### config.mk
export PLATFORM = sky130hd
export DESIGN_NAME = fc_loss_grad_flat
export DESIGN_NICKNAME = d
export VERILOG_FILES = /design/src/rtl/fc_loss_grad_if.sv /design/src/rtl/fc_loss_grad.sv /design/src/flat_wrapper.sv
export SDC_FILE = /design/constraint.sdc
export NUM_CORES = 1
export LEC_CHECK = 0
export CAP_MARGIN = 25
export CELL_PAD_IN_SITES_DETAIL_PLACEMENT = 0
export CELL_PAD_IN_SITES_GLOBAL_PLACEMENT = 1
export CORE_ASPECT_RATIO = 1.2
export CORE_MARGIN = 2
export CORE_UTILIZATION = 56
export CTS_BUF_LIST = sky130_fd_sc_hd__clkbuf_4 sky130_fd_sc_hd__clkbuf_8
export CTS_CLUSTER_SIZE = 24
export DETAILED_ROUTE_END_ITERATION = 16
export PLACE_DENSITY = 0.93
export SETUP_SLACK_MARGIN = 0.02
export SLEW_MARGIN = 20
export SYNTH_ARGS = -nofsm -noshare
export SYNTH_HDL_FRONTEND = slang
export SYNTH_SLANG_ARGS = --single-unit
### constraint.sdc
create_clock -name clk -period 12.1 [get_ports clk]
set_input_delay 2.42 -clock clk [delete_from_list [all_inputs] [get_ports clk]]
set_output_delay 2.42 -clock clk [all_outputs]
set_load 0.005 [all_outputs]
### src/rtl/fc_loss_grad_if.sv
// Bundle between fc_loss_grad and its neighbours: the forward-pass sample stream,
// the label, the class result and the backward-pass error stream.
interface fc_loss_grad_if #(
    parameter int DATA_W = 32,
    parameter int IDX_W  = 10
);
    logic                     forward;
    logic                     in_valid;
    logic signed [DATA_W-1:0] in_data;
    logic        [IDX_W-1:0]  in_idx;
    logic                     in_rdy;
    logic        [IDX_W-1:0]  label;
    logic                     label_valid;
    logic        [IDX_W-1:0]  class_out;
    logic                     class_valid;
    logic signed [DATA_W-1:0] err_data;
    logic        [IDX_W-1:0]  err_idx;
    logic                     err_valid;
    logic                     err_rdy;
    logic                     busy;

    modport slave (
        input  forward, in_valid, in_data, in_idx, label, label_valid, err_rdy,
        output in_rdy, class_out, class_valid, err_data, err_idx, err_valid, busy
    );

    modport master (
        output forward, in_valid, in_data, in_idx, label, label_valid, err_rdy,
        input  in_rdy, class_out, class_valid, err_data, err_idx, err_valid, busy
    );
endinterface

### src/rtl/fc_loss_grad.sv
// Loss-gradient stage behind the fc layer: buffers the forward outputs, reports the
// argmax class, then streams err[i] = y[i] - onehot(label)[i] back to the fc layer.
module fc_loss_grad #(
    parameter int N_OUT  = 10,
    parameter int IDX_W  = 10,
    parameter int DATA_W = 32
) (
    input  logic          clk,
    input  logic          rst,
    fc_loss_grad_if.slave bus
);

    localparam int SEL_W = (N_OUT > 1) ? $clog2(N_OUT) : 1;
    localparam logic signed [DATA_W-1:0] MOST_NEG = {1'b1, {(DATA_W-1){1'b0}}};
    localparam logic signed [DATA_W-1:0] MOST_POS = {1'b0, {(DATA_W-1){1'b1}}};
    localparam logic signed [DATA_W-1:0] ONE      = DATA_W'(65536);

    typedef enum logic [1:0] {COLLECT, RESULT, WAIT_BWD, EMIT} state_t;

    function automatic logic signed [DATA_W-1:0] sat(input logic signed [DATA_W:0] v);
        if (v[DATA_W] != v[DATA_W-1]) sat = v[DATA_W] ? MOST_NEG : MOST_POS;
        else                          sat = v[DATA_W-1:0];
    endfunction

    function automatic logic signed [DATA_W-1:0] err_of(input logic signed [DATA_W-1:0] y,
                                                        input logic hit);
        logic signed [DATA_W:0] d;
        d = {y[DATA_W-1], y} - (hit ? {1'b0, ONE} : '0);
        err_of = sat(d);
    endfunction

    state_t                   state_q, state_d;
    logic signed [DATA_W-1:0] buf_q [N_OUT];
    logic signed [DATA_W-1:0] buf_d [N_OUT];
    logic signed [DATA_W-1:0] max_val_q, max_val_d;
    logic        [SEL_W-1:0]  max_idx_q, max_idx_d;
    logic                     first_q, first_d;
    logic        [IDX_W-1:0]  class_out_q, class_out_d;
    logic        [IDX_W-1:0]  label_q, label_d;
    logic        [IDX_W-1:0]  emit_label_q, emit_label_d;
    logic        [SEL_W-1:0]  emit_i_q, emit_i_d;
    logic signed [DATA_W-1:0] err_data_q, err_data_d;
    logic                     err_valid_q, err_valid_d;

    logic                     in_range;
    logic        [SEL_W-1:0]  wr_sel;

    always_comb begin
        state_d      = state_q;
        buf_d        = buf_q;
        max_val_d    = max_val_q;
        max_idx_d    = max_idx_q;
        first_d      = first_q;
        class_out_d  = class_out_q;
        label_d      = bus.label_valid ? bus.label : label_q;
        emit_label_d = emit_label_q;
        emit_i_d     = emit_i_q;
        err_data_d   = err_data_q;
        err_valid_d  = err_valid_q;
        in_range     = bus.in_idx < IDX_W'(N_OUT);
        wr_sel       = bus.in_idx[SEL_W-1:0];

        case (state_q)
            COLLECT: begin
                // Out-of-range indices are accepted (in_rdy stays high) but dropped.
                if (bus.in_valid && in_range) begin
                    buf_d[wr_sel] = bus.in_data;
                    if (first_q || bus.in_data > max_val_q) begin
                        max_val_d = bus.in_data;
                        max_idx_d = wr_sel;
                    end
                    first_d = 1'b0;
                    if (bus.in_idx == IDX_W'(N_OUT-1)) begin
                        class_out_d = IDX_W'(max_idx_d);
                        state_d     = RESULT;
                    end
                end
            end
            RESULT: state_d = WAIT_BWD;
            WAIT_BWD: begin
                if (!bus.forward) begin
                    state_d      = EMIT;
                    emit_i_d     = '0;
                    emit_label_d = label_q;
                    err_data_d   = err_of(buf_q[0], label_q == '0);
                    err_valid_d  = 1'b1;
                end
            end
            EMIT: begin
                // The next error word is prepared here so err_data is a plain register.
                if (err_valid_q && bus.err_rdy) begin
                    if (emit_i_q == SEL_W'(N_OUT-1)) begin
                        err_valid_d = 1'b0;
                        state_d     = COLLECT;
                        first_d     = 1'b1;
                        max_val_d   = MOST_NEG;
                        max_idx_d   = '0;
                    end else begin
                        emit_i_d   = emit_i_q + SEL_W'(1);
                        err_data_d = err_of(buf_q[emit_i_d], IDX_W'(emit_i_d) == emit_label_q);
                    end
                end
            end
            default: state_d = COLLECT;
        endcase
    end

    always_ff @(posedge clk or posedge rst) begin
        if (rst) begin
            state_q      <= COLLECT;
            max_val_q    <= MOST_NEG;
            max_idx_q    <= '0;
            first_q      <= 1'b1;
            class_out_q  <= '0;
            label_q      <= '0;
            emit_label_q <= '0;
            emit_i_q     <= '0;
            err_data_q   <= '0;
            err_valid_q  <= 1'b0;
        end else begin
            state_q      <= state_d;
            max_val_q    <= max_val_d;
            max_idx_q    <= max_idx_d;
            first_q      <= first_d;
            class_out_q  <= class_out_d;
            label_q      <= label_d;
            emit_label_q <= emit_label_d;
            emit_i_q     <= emit_i_d;
            err_data_q   <= err_data_d;
            err_valid_q  <= err_valid_d;
        end
    end

    // Sample buffer holds pure data and needs no reset.
    always_ff @(posedge clk) begin
        buf_q <= buf_d;
    end

    assign bus.in_rdy      = (state_q == COLLECT);
    assign bus.busy        = (state_q != COLLECT);
    assign bus.class_valid = (state_q == RESULT);
    assign bus.class_out   = class_out_q;
    assign bus.err_data    = err_data_q;
    assign bus.err_idx     = IDX_W'(emit_i_q);
    assign bus.err_valid   = err_valid_q;

endmodule

### src/flat_wrapper.sv
// flat-port wrapper written by rule: the top's interface ports become plain ports
module fc_loss_grad_flat 
#(
    parameter int N_OUT  = 10,
    parameter int IDX_W  = 10,
    parameter int DATA_W = 32
)
  (clk, rst, bus_forward, bus_in_valid, bus_in_data, bus_in_idx, bus_label, bus_label_valid, bus_err_rdy, bus_in_rdy, bus_class_out, bus_class_valid, bus_err_data, bus_err_idx, bus_err_valid, bus_busy);
  fc_loss_grad_if #(.DATA_W(DATA_W), .IDX_W(IDX_W)) bus_i ();
  input  logic clk;
  input  logic rst;
  input wire logic [$bits(bus_i.forward)-1:0] bus_forward;
  input wire logic [$bits(bus_i.in_valid)-1:0] bus_in_valid;
  input wire logic [$bits(bus_i.in_data)-1:0] bus_in_data;
  input wire logic [$bits(bus_i.in_idx)-1:0] bus_in_idx;
  input wire logic [$bits(bus_i.label)-1:0] bus_label;
  input wire logic [$bits(bus_i.label_valid)-1:0] bus_label_valid;
  input wire logic [$bits(bus_i.err_rdy)-1:0] bus_err_rdy;
  output wire logic [$bits(bus_i.in_rdy)-1:0] bus_in_rdy;
  output wire logic [$bits(bus_i.class_out)-1:0] bus_class_out;
  output wire logic [$bits(bus_i.class_valid)-1:0] bus_class_valid;
  output wire logic [$bits(bus_i.err_data)-1:0] bus_err_data;
  output wire logic [$bits(bus_i.err_idx)-1:0] bus_err_idx;
  output wire logic [$bits(bus_i.err_valid)-1:0] bus_err_valid;
  output wire logic [$bits(bus_i.busy)-1:0] bus_busy;
  assign bus_i.forward = bus_forward;
  assign bus_i.in_valid = bus_in_valid;
  assign bus_i.in_data = bus_in_data;
  assign bus_i.in_idx = bus_in_idx;
  assign bus_i.label = bus_label;
  assign bus_i.label_valid = bus_label_valid;
  assign bus_i.err_rdy = bus_err_rdy;
  assign bus_in_rdy = bus_i.in_rdy;
  assign bus_class_out = bus_i.class_out;
  assign bus_class_valid = bus_i.class_valid;
  assign bus_err_data = bus_i.err_data;
  assign bus_err_idx = bus_i.err_idx;
  assign bus_err_valid = bus_i.err_valid;
  assign bus_busy = bus_i.busy;
  fc_loss_grad #(.N_OUT(N_OUT), .IDX_W(IDX_W), .DATA_W(DATA_W)) u_core (.clk(clk), .rst(rst), .bus(bus_i));
endmodule
# After elaboration in Yosys (flattened, before gate mapping)
# Index checks and enable logic that the tools add are counted.
# W data, S select, Z words.
dict set report totals {
  input_bits 58
  word_cells 107
  register_bits 420
  output_inout_bits 56
}
dict set report op_classes {
  eq_ne 15
  bitwise_logic 3
  addsub 3
  mux 44
  n_reduce_logical 17
  n_lt_le_gt_ge 5
}
# cell count
set op_table {}
lappend op_table {{$mux W32} 14}
lappend op_table {{$bwmux W320} 1}
lappend op_table {{$bmux W32 S4} 1}
lappend op_table {{$demux W32 S4} 1}
lappend op_table {{$pmux W32 S2} 2}
lappend op_table {{$sub A33 B33 Y33} 2}
lappend op_table {{$mux W17} 2}
lappend op_table {{$gt A32 B32 Y1} 1}
lappend op_table {{$mux W4} 7}
lappend op_table {{$pmux W4 S2} 2}
lappend op_table {{$reduce_and A4 Y1} 3}
lappend op_table {{$eq A10 B4 Y1 const B} 1}
lappend op_table {{$eq A4 B10 Y1} 1}
lappend op_table {{$ge A5 B5 Y1 const B} 2}
lappend op_table {{$logic_not A10 Y1} 1}
lappend op_table {{$lt A10 B4 Y1 const B} 1}
lappend op_table {{$mux W2} 5}
lappend op_table {{$ne A2 B1 Y1 const B} 5}
lappend op_table {{$not A4 Y5} 2}
lappend op_table {{$reduce_and A5 Y1} 2}
lappend op_table {{$pmux W2 S4} 1}
lappend op_table {{$mux W1} 6}
lappend op_table {{$reduce_bool A2 Y1} 3}
lappend op_table {{$lt A5 B1 Y1 const B} 1}
lappend op_table {{13 further kinds} 20}

# Longest topological paths before layout
# Gate-level depths: netlist of run 1.
dict set report depth {
  ltp_word 11
  depth_mapped 19
  ltp_nobuf 14
}

# Worst setup path after synthesis of run 1
# No wires, ideal clock.
dict set report synth_path {
  path_type {input-to-reg}
  from {in bus_in_idx[6]}
  to {reg u_core.buf_q[32] (netlist name) (enable)}
  arrival_ps 6735
  path_slack_ps 4861
  cell_stages 6
  setup_time_ps 505
  required_time_ps 11595
  path_cell_list {or4b_2 nor4_1 nand2_1 inv_1 nand2_1 nor4_1}
}
dict set report synth_via {
  elab_chain_len 3
}
# item line_no
set synth_rtl {}
lappend synth_rtl {{start, declared} flat_wrapper.sv:15} ;# input wire logic [$bits(bus_i.in_idx)-1:0] bus_in_idx;
lappend synth_rtl {{$lt A10 B4 Y1} fc_loss_grad.sv:60} ;# in_range = bus.in_idx < IDX_W'(N_OUT);
lappend synth_rtl {{$logic_and A1 B1 Y1} fc_loss_grad.sv:66} ;# if (bus.in_valid && in_range) begin
lappend synth_rtl {{$reduce_and A2 Y1 (no source line)} -}
lappend synth_rtl {{end signal, assigned} fc_loss_grad.sv:136} ;# buf_q <= buf_d;
lappend synth_rtl {{end, declared} fc_loss_grad.sv:33} ;# logic signed [DATA_W-1:0] buf_q [N_OUT];
# No other way between the ends.
# A chain may end at the register's enable or synchronous reset.

# Final worst setup path of run 1
dict set report layout_path {
  from {reg u_core.emit_i_q[0]}
  to {reg u_core.err_data_q[15], in the netlist u_core.bus.err_data[15]}
}
dict set report layout_via {
  elab_chain_len 11
  word_cells_on_any_way 17
}
# item line_no
set layout_rtl {}
lappend layout_rtl {{start, declared} fc_loss_grad.sv:41} ;# logic [SEL_W-1:0] emit_i_q, emit_i_d;
lappend layout_rtl {{start signal, assigned} fc_loss_grad.sv:128} ;# emit_i_q <= emit_i_d;
lappend layout_rtl {{$add A4 B1 Y4} fc_loss_grad.sv:99} ;# emit_i_d = emit_i_q + SEL_W'(1);
lappend layout_rtl {{$not A4 Y5 (implied by the code)} fc_loss_grad.sv:100} ;# err_data_d = err_of(buf_q[emit_i_d], IDX_W'(emit_i_d) == emit_label_q);
lappend layout_rtl {{$bmux W32 S4} fc_loss_grad.sv:100}
lappend layout_rtl {{$mux W32 (implied by the code) (2 in series)} fc_loss_grad.sv:100}
lappend layout_rtl {{$sub A33 B33 Y33} fc_loss_grad.sv:28} ;# d = {y[DATA_W-1], y} - (hit ? {1'b0, ONE} : '0);
lappend layout_rtl {{$mux W32 or $ne A1 B1 Y1 (tied branches)} fc_loss_grad.sv:21} ;# if (v[DATA_W] != v[DATA_W-1]) sat = v[DATA_W] ? MOST_NEG : MOST_POS;
lappend layout_rtl {{$mux W32} fc_loss_grad.sv:21}
lappend layout_rtl {{$mux W32} fc_loss_grad.sv:92} ;# if (emit_i_q == SEL_W'(N_OUT-1)) begin
lappend layout_rtl {{$mux W32} fc_loss_grad.sv:91} ;# if (err_valid_q && bus.err_rdy) begin
lappend layout_rtl {{$pmux W32 S2} fc_loss_grad.sv:63} ;# case (state_q)
lappend layout_rtl {{end signal, assigned} fc_loss_grad.sv:129} ;# err_data_q <= err_data_d;
lappend layout_rtl {{end, declared} fc_loss_grad.sv:42} ;# logic signed [DATA_W-1:0] err_data_q, err_data_d;
# Several ways; a longest one is shown, not always the timed one. The select of a mux whose other input is x is not followed.

==> flow_summary.toml, run 1 <==
[worst_setup_path]
path_max_fanout = 60
required_ps = 12530
worstSetupPathType = "reg2reg"
arrival_ps = 6330
cp-start-kind = "flip-flop"
critPathCaptureType = "flip-flop"

[grt]
grt_pass1_vias = 11800
gr-usage-met3_pct = 6.14
grt_max_degree = 71
grt_pass1_wl_mm = 67.4
grt_usage_pct = 26.2
antenna_found_initial = 1
grt_util_met2_pct = 43.6
met1_usage_pct = 33.3
grt-busiest-layer = "met2"
overflow = 0

[route]
wl_per_cell_um = 24.0
drt_wl_total_mm = 43.7
first_pass_iters = 6
viasPerCell = 6.21
via_count = 11300
drc = 0
first_iter_violations = 947
ant_nets = 0

[timing]
rsz0062_at_grt = "no"
setup_viol = 0
fin_tns_setup_ps = 0
period_needed_ps = 5900
tightest_slew_ps = 1100
fmax_ghz = 0.170
period_share_pct = 48.7
hold_violations = 0
fin_skew_ps = 24.6
slew_violations = 0
max-slew-margin-rel_pct = 26.8

[power]
seq_power_share_pct = 43.1
ir_worst_vdd_mv = 0.134
leakagePower_nw = 7.41
power_frac_comb_pct = 27.9
powerDensity_nw_per_um2 = 188
p_int_mw = 2.79
p_clk_share_pct = 29.0
sw_frac_of_total_pct = 30.5
p_sw_mw = 1.22

[final_layout]
fin_nets = 1456
nFillCells = 2194
fin_cells = 1815
diodes = 0
area_growth_pct = 15.5
finalCoreUtilization_pct = 65.9
layout-drive-gt1-share_pct = 20.6

[die]
rows = 72
die_w_um = 170
ios = 114
fp.dieH_um = 203
start_util_pct = 57.1
dieArea_sq_um = 34400
core_region_area_sq_um = 32300

[place]
placed_cells = 1695
port-buffer-count = 101
gp_congestion = 0.803
dp_hpwl_mm = 27.1

[clock_tree]
clkTransAtPathRegs_ps = 70
clock_latency_ps = 610
ctsResizeCount = 0
cts_tree = "built"
holdBufCountCts = 0
cts_htree_levels = 3
postCtsSetupBuffers = 0
clk_path_buf_depth = 3
clock_sinks = 420
root_buffer = "clkbuf_8"
numCtsBuffers = 66

[logic_synthesis]
synthTopCellsByArea = "edfxtp_1 52%, dfrtp_1 13%, mux4_2 6.8%"
avgSynthCellArea_sq_um = 15.0
synth-warning-count = 0
synthFlopType = "edfxtp_1"
yosys.area.top_type = "edfxtp_1"
ys_ff_latch = 420
yosysMostFrequentCell = "edfxtp_1"
synthCells = 1227
synth_top_area_share_pct = 52.1
async_flop_share_pct = 23.8
yosysSeqAreaShare_pct = 65.6
synth_commonest_cells = "320 x edfxtp_1, 98 x dfrtp_1, 91 x nand2_1, 73 x a21oi_1, 56 x mux4_2"
synth.cell_area_sq_um = 18500
synth-edff-count = 320
synth_cell_types = 68

[hold_path]
hold_path_class = "reg2reg"

[run]
maxCapViolations = 0

[outcome]
status = "completed"
## cells by family after synthesis
group	share of synthesized area, %
AOI/OAI and AO/OA	10.1
xor gates and xnor gates	1.47
adders and majority gates	2.85
buffers and inverters	3.12
DFF	65.6
muxes	11.0
other	0.0203
and+or+nand+nor	5.86
## flip-flops by register name, indices dropped and copies added, names as in the netlist, 2 cells and up
name                  cells
u_core.emit_i_q           4
u_core.bus.class_out      4
u_core.state_q            2
u_core.max_idx_q          4
u_core.emit_label_q      10
u_core.label_q           10
u_core.max_val_q         32
u_core.bus.err_data      32
u_core.buf_q            320
## stage by stage
stage          setup slack (ps)  power (mW)  hold WS, ps  area (sq um)
3_5_place_dp               5860        2.87          483         20000
2_1_floorplan              4860        2.49          465         18500
6_report                   6200        4.01          500         21300
5_1_grt                    5770        4.20          513         21300
3_3_place_gp               6020        2.84          475         19900
4_1_cts                    6170        4.04          503         21300
## layout by cell type, fill, tap and decap left out, types with 14 or more instances in the layout
cell type	synthesis	routed
a211oi_2	23	23
a21oi_1	73	72
a22o_1	37	37
buf_4	15	21
clkbuf_4	0	24
clkbuf_8	0	71
clkdlybuf4s50_1	0	101
clkinv_1	0	14
dfrtp_1	98	97
edfxtp_1	320	320
ha_1	42	41
inv_1	49	48
mux2_2	45	45
mux2i_1	26	26
mux4_2	56	56
nand2_1	91	91
nand3_1	14	14
nor2_1	39	33
o21ai_0	42	42
xnor2_1	20	18
## layout make-up
type / instances / area [sq um] / share of cell area, %
sequential: 420 / 12100 / 56.8
multi-input combinational: 692 / 5940 / 27.9
timing repair buffer: 127 / 1280 / 6.00
clock buffer: 95 / 1160 / 5.43
tap: 407 / 509 / 2.39
inverter: 49 / 186 / 0.875
clock inverter: 25 / 126 / 0.593
## final timing paths
check / depth (start not counted) / slack (ps) / from / endpoint
worst max-delay path: 13 / 6200 / u_core.emit_i_q[0] / u_core.bus.err_data[15]
worst min-delay path: 1 / 500 / u_core.max_val_q[5] / u_core.max_val_q[5]
worst max register to register: 13 / 6200 / u_core.emit_i_q[0] / u_core.bus.err_data[15]
worst min register to register: 1 / 500 / u_core.max_val_q[5] / u_core.max_val_q[5]
max in group asynchronous: 3 / 8640 / rst / u_core.bus.err_data[7]
min in group asynchronous: 2 / 2290 / rst / u_core.label_q[6]
## worst max-delay path: stages (launching register included)
cell and delay (ps):
dfrtp_4 1070, buf_4 870, mux4_2 610, nand2_1 80, a21oi_1 70, a21oi_1 160
ha_1 200, ha_1 190, inv_1 70, a221oi_2 320, nand4_1 450, a41oi_4 1000
buf_4 440, a211oi_2 130
## layer usage
metal	vias to the layer above	part of all wire, %
met1	5651	39
met5	-	0.037
met4	2	3.2
met3	93	8.4
li1	4998	-
met2	525	50
## power groups by stage
stage	combinational [mW]	clock [mW]	sequential [mW]
after floorplan	0.779	0	1.71
after global placement	1.09	0	1.76
after detailed placement	1.12	0	1.76
after CTS	1.13	1.18	1.73
after global routing	1.22	1.24	1.74
final	1.12	1.17	1.73
Power figures use the tool's default switching activity.
==> run 2: changes to the inputs <==
--- a/config.mk
+++ b/config.mk
@@ -10,11 +10,11 @@
 export CELL_PAD_IN_SITES_GLOBAL_PLACEMENT = 1
 export CORE_ASPECT_RATIO = 1.2
 export CORE_MARGIN = 2
-export CORE_UTILIZATION = 56
+export CORE_UTILIZATION = 52
 export CTS_BUF_LIST = sky130_fd_sc_hd__clkbuf_4 sky130_fd_sc_hd__clkbuf_8
 export CTS_CLUSTER_SIZE = 24
 export DETAILED_ROUTE_END_ITERATION = 16
-export PLACE_DENSITY = 0.93
+export PLACE_DENSITY = 0.87
 export SETUP_SLACK_MARGIN = 0.02
 export SLEW_MARGIN = 20
 export SYNTH_ARGS = -nofsm -noshare
==> constraint.sdc (replaced) <==
create_clock -name clk -period 5.5 [get_ports clk]
set_input_delay 1.1 -clock clk [delete_from_list [all_inputs] [get_ports clk]]
set_output_delay 1.1 -clock clk [all_outputs]
set_load 0.005 [all_outputs]
==> run 2 against run 1 <==
Net effect:
- non-clock buffer count increased by 25
- flip-flop and latch count unchanged
- clock power increased to 2.5 times the previous value
- final area increased by 2.0%
- routed wire length increased by 1.9%
- global-route usage decreased by 1.8 points
- power increased by 130%
- critical path depth decreased by 1
- cell count increased by 4.5%
- sequential power increased by 120%
- critical path type unchanged
==> flow_summary.toml, run 2 (same netlist as run 1, synthesis figures left out) <==
[power]
powerDensity_nw_per_um2 = 425
ir_worst_vdd_mv = 0.362
leakagePower_nw = 7.62

[clock_tree]
numCtsBuffers = 68
ctsResizeCount = 0
clock_latency_ps = 610
postCtsSetupBuffers = 0
cts_tree = "built"
clock_sinks = 420
clk_path_buf_depth = 3
root_buffer = "clkbuf_8"
clkTransAtPathRegs_ps = 60
cts_htree_levels = 3
holdBufCountCts = 0

[final_layout]
diodes = 0
fin_nets = 1483
area_growth_pct = 17.8
final_common_cell = "edfxtp_1"
mostFrequentLayoutCells = "320 x edfxtp_1, 101 x clkdlybuf4s50_1, 97 x dfrtp_1, 91 x nand2_1, 73 x clkbuf_8"
fin_cells = 1897
regMostFlops = "u_core.buf_q"
finalCoreUtilization_pct = 62.1
largest_register_ffs = 320
layout-drive-gt1-share_pct = 22.6

[route]
drc = 0
wl_per_cell_um = 23.5
via_count = 11400
viasPerCell = 6.00
first_pass_iters = 5
ant_nets = 0
first_iter_violations = 1018
drt_wl_total_mm = 44.5

[place]
gp_congestion = 0.880
placed_cells = 1774
port-buffer-count = 101
dp_hpwl_mm = 28.0

[run]
maxCapViolations = 0

[outcome]
status = "completed"

[worst_setup_path]
crit_start = "u_core.emit_i_q[0]"
required_ps = 5960
path_max_fanout = 40
cp-start-kind = "flip-flop"
cpPeakStageDelay_ps = 830
worstSetupPathType = "reg2reg"
critPathCaptureType = "flip-flop"
crit_chain = "ha_1 -> xor2_4 -> buf_4 -> mux2i_1 -> o22a_1 -> ha_1 -> inv_1 -> a221oi_2 -> nand4_1 -> a41oi_4 -> buf_4 -> a211oi_2"
regToRegSetupSlack_ps = 720
rr_endpoint = "u_core.bus.err_data[14]"
endpoint = "u_core.bus.err_data[14]"
cp_slowest_cell = "dfrtp_4"
arrival_ps = 5230
rr_startpoint = "u_core.emit_i_q[0]"
r2r_cells = 12

[die]
dieArea_sq_um = 37000
die_w_um = 176
rows = 75
start_util_pct = 52.7
core_region_area_sq_um = 35000
ios = 114
fp.dieH_um = 210

[grt]
overflow = 0
grt_pass1_wl_mm = 67.9
grt_usage_pct = 24.4
grt_max_degree = 71
antenna_found_initial = 1
grt_pass1_vias = 11700

[timing]
hold_violations = 0
slew_violations = 0
period_needed_ps = 4780
fmax_ghz = 0.209
setup_viol = 0
fin_skew_ps = 51.2
max-slew-margin-rel_pct = 33.0
tightest_slew_ps = 998
fin_tns_setup_ps = 0
rsz0062_at_grt = "no"
period_share_pct = 86.8

[hold_path]
hold_path_class = "reg2reg"
==> run 2: where the power goes <==
part           internal [mW]  switching (mW)  total [mW]
Combinational           1.18            1.32        2.50
Sequential              3.61           0.190        3.80
Clock                   1.67            1.28        2.95
==> run 2: metrics by stage <==
stage	total power, mW	area, sq um	hold slack [ps]	worst slack [ps]
2_1_floorplan	5.48	18500	465	155
5_1_grt	9.67	21700	513	345
4_1_cts	9.30	21700	500	704
3_3_place_gp	6.31	20200	477	759
3_5_place_dp	6.36	20200	482	673
6_report	9.25	21700	500	724
==> run 2: worst min-delay path by stage <==
stage                                 start                 endpoint  slack, ps  cells past startpoint
global placement       u_core.max_val_q[31]     u_core.max_val_q[31]        480                      2
detailed placement     u_core.max_val_q[30]     u_core.max_val_q[30]        480                      1
CTS                    u_core.max_val_q[31]     u_core.max_val_q[31]        500                      2
finish              u_core.bus.class_out[1]  u_core.bus.class_out[1]        500                      2
global route           u_core.max_val_q[24]     u_core.max_val_q[24]        510                      1
floorplan              u_core.max_val_q[31]     u_core.max_val_q[31]        460                      2
==> run 2: layout make-up <==
cell class,instances,area [sq um]
fillers,2523,13300
flip-flops and latches,420,12100
multi-input cells,692,5950
repair buffers,152,1430
clock buffers,87,1110
well taps,462,578
clock inverters,35,377
inverters,49,186
==> run 2: routing by layer <==
metal / part of all wire [%] / vias to the layer above / track usage [%] / routed length (um)
met5: 0.025 / - / 0 / 11
met4: 3.3 / 2 / 10.2 / 1470
met3: 6.7 / 88 / 4.65 / 2970
met2: 50 / 462 / 40.8 / 22300
met1: 40 / 5772 / 31.5 / 17800
li1: - / 5057 / - / -
==> run 2: worst max-delay path: cells and delay by family (launching register included) <==
family,cells,cell delay [ps]
buffers and inverters,3,790
flip-flops,1,830
AO/OA/AOI/OAI,4,1140
adder cells (fa/ha/maj),2,660
XOR/XNOR,1,470
AND/OR/NAND/NOR,1,400
multiplexers,1,300
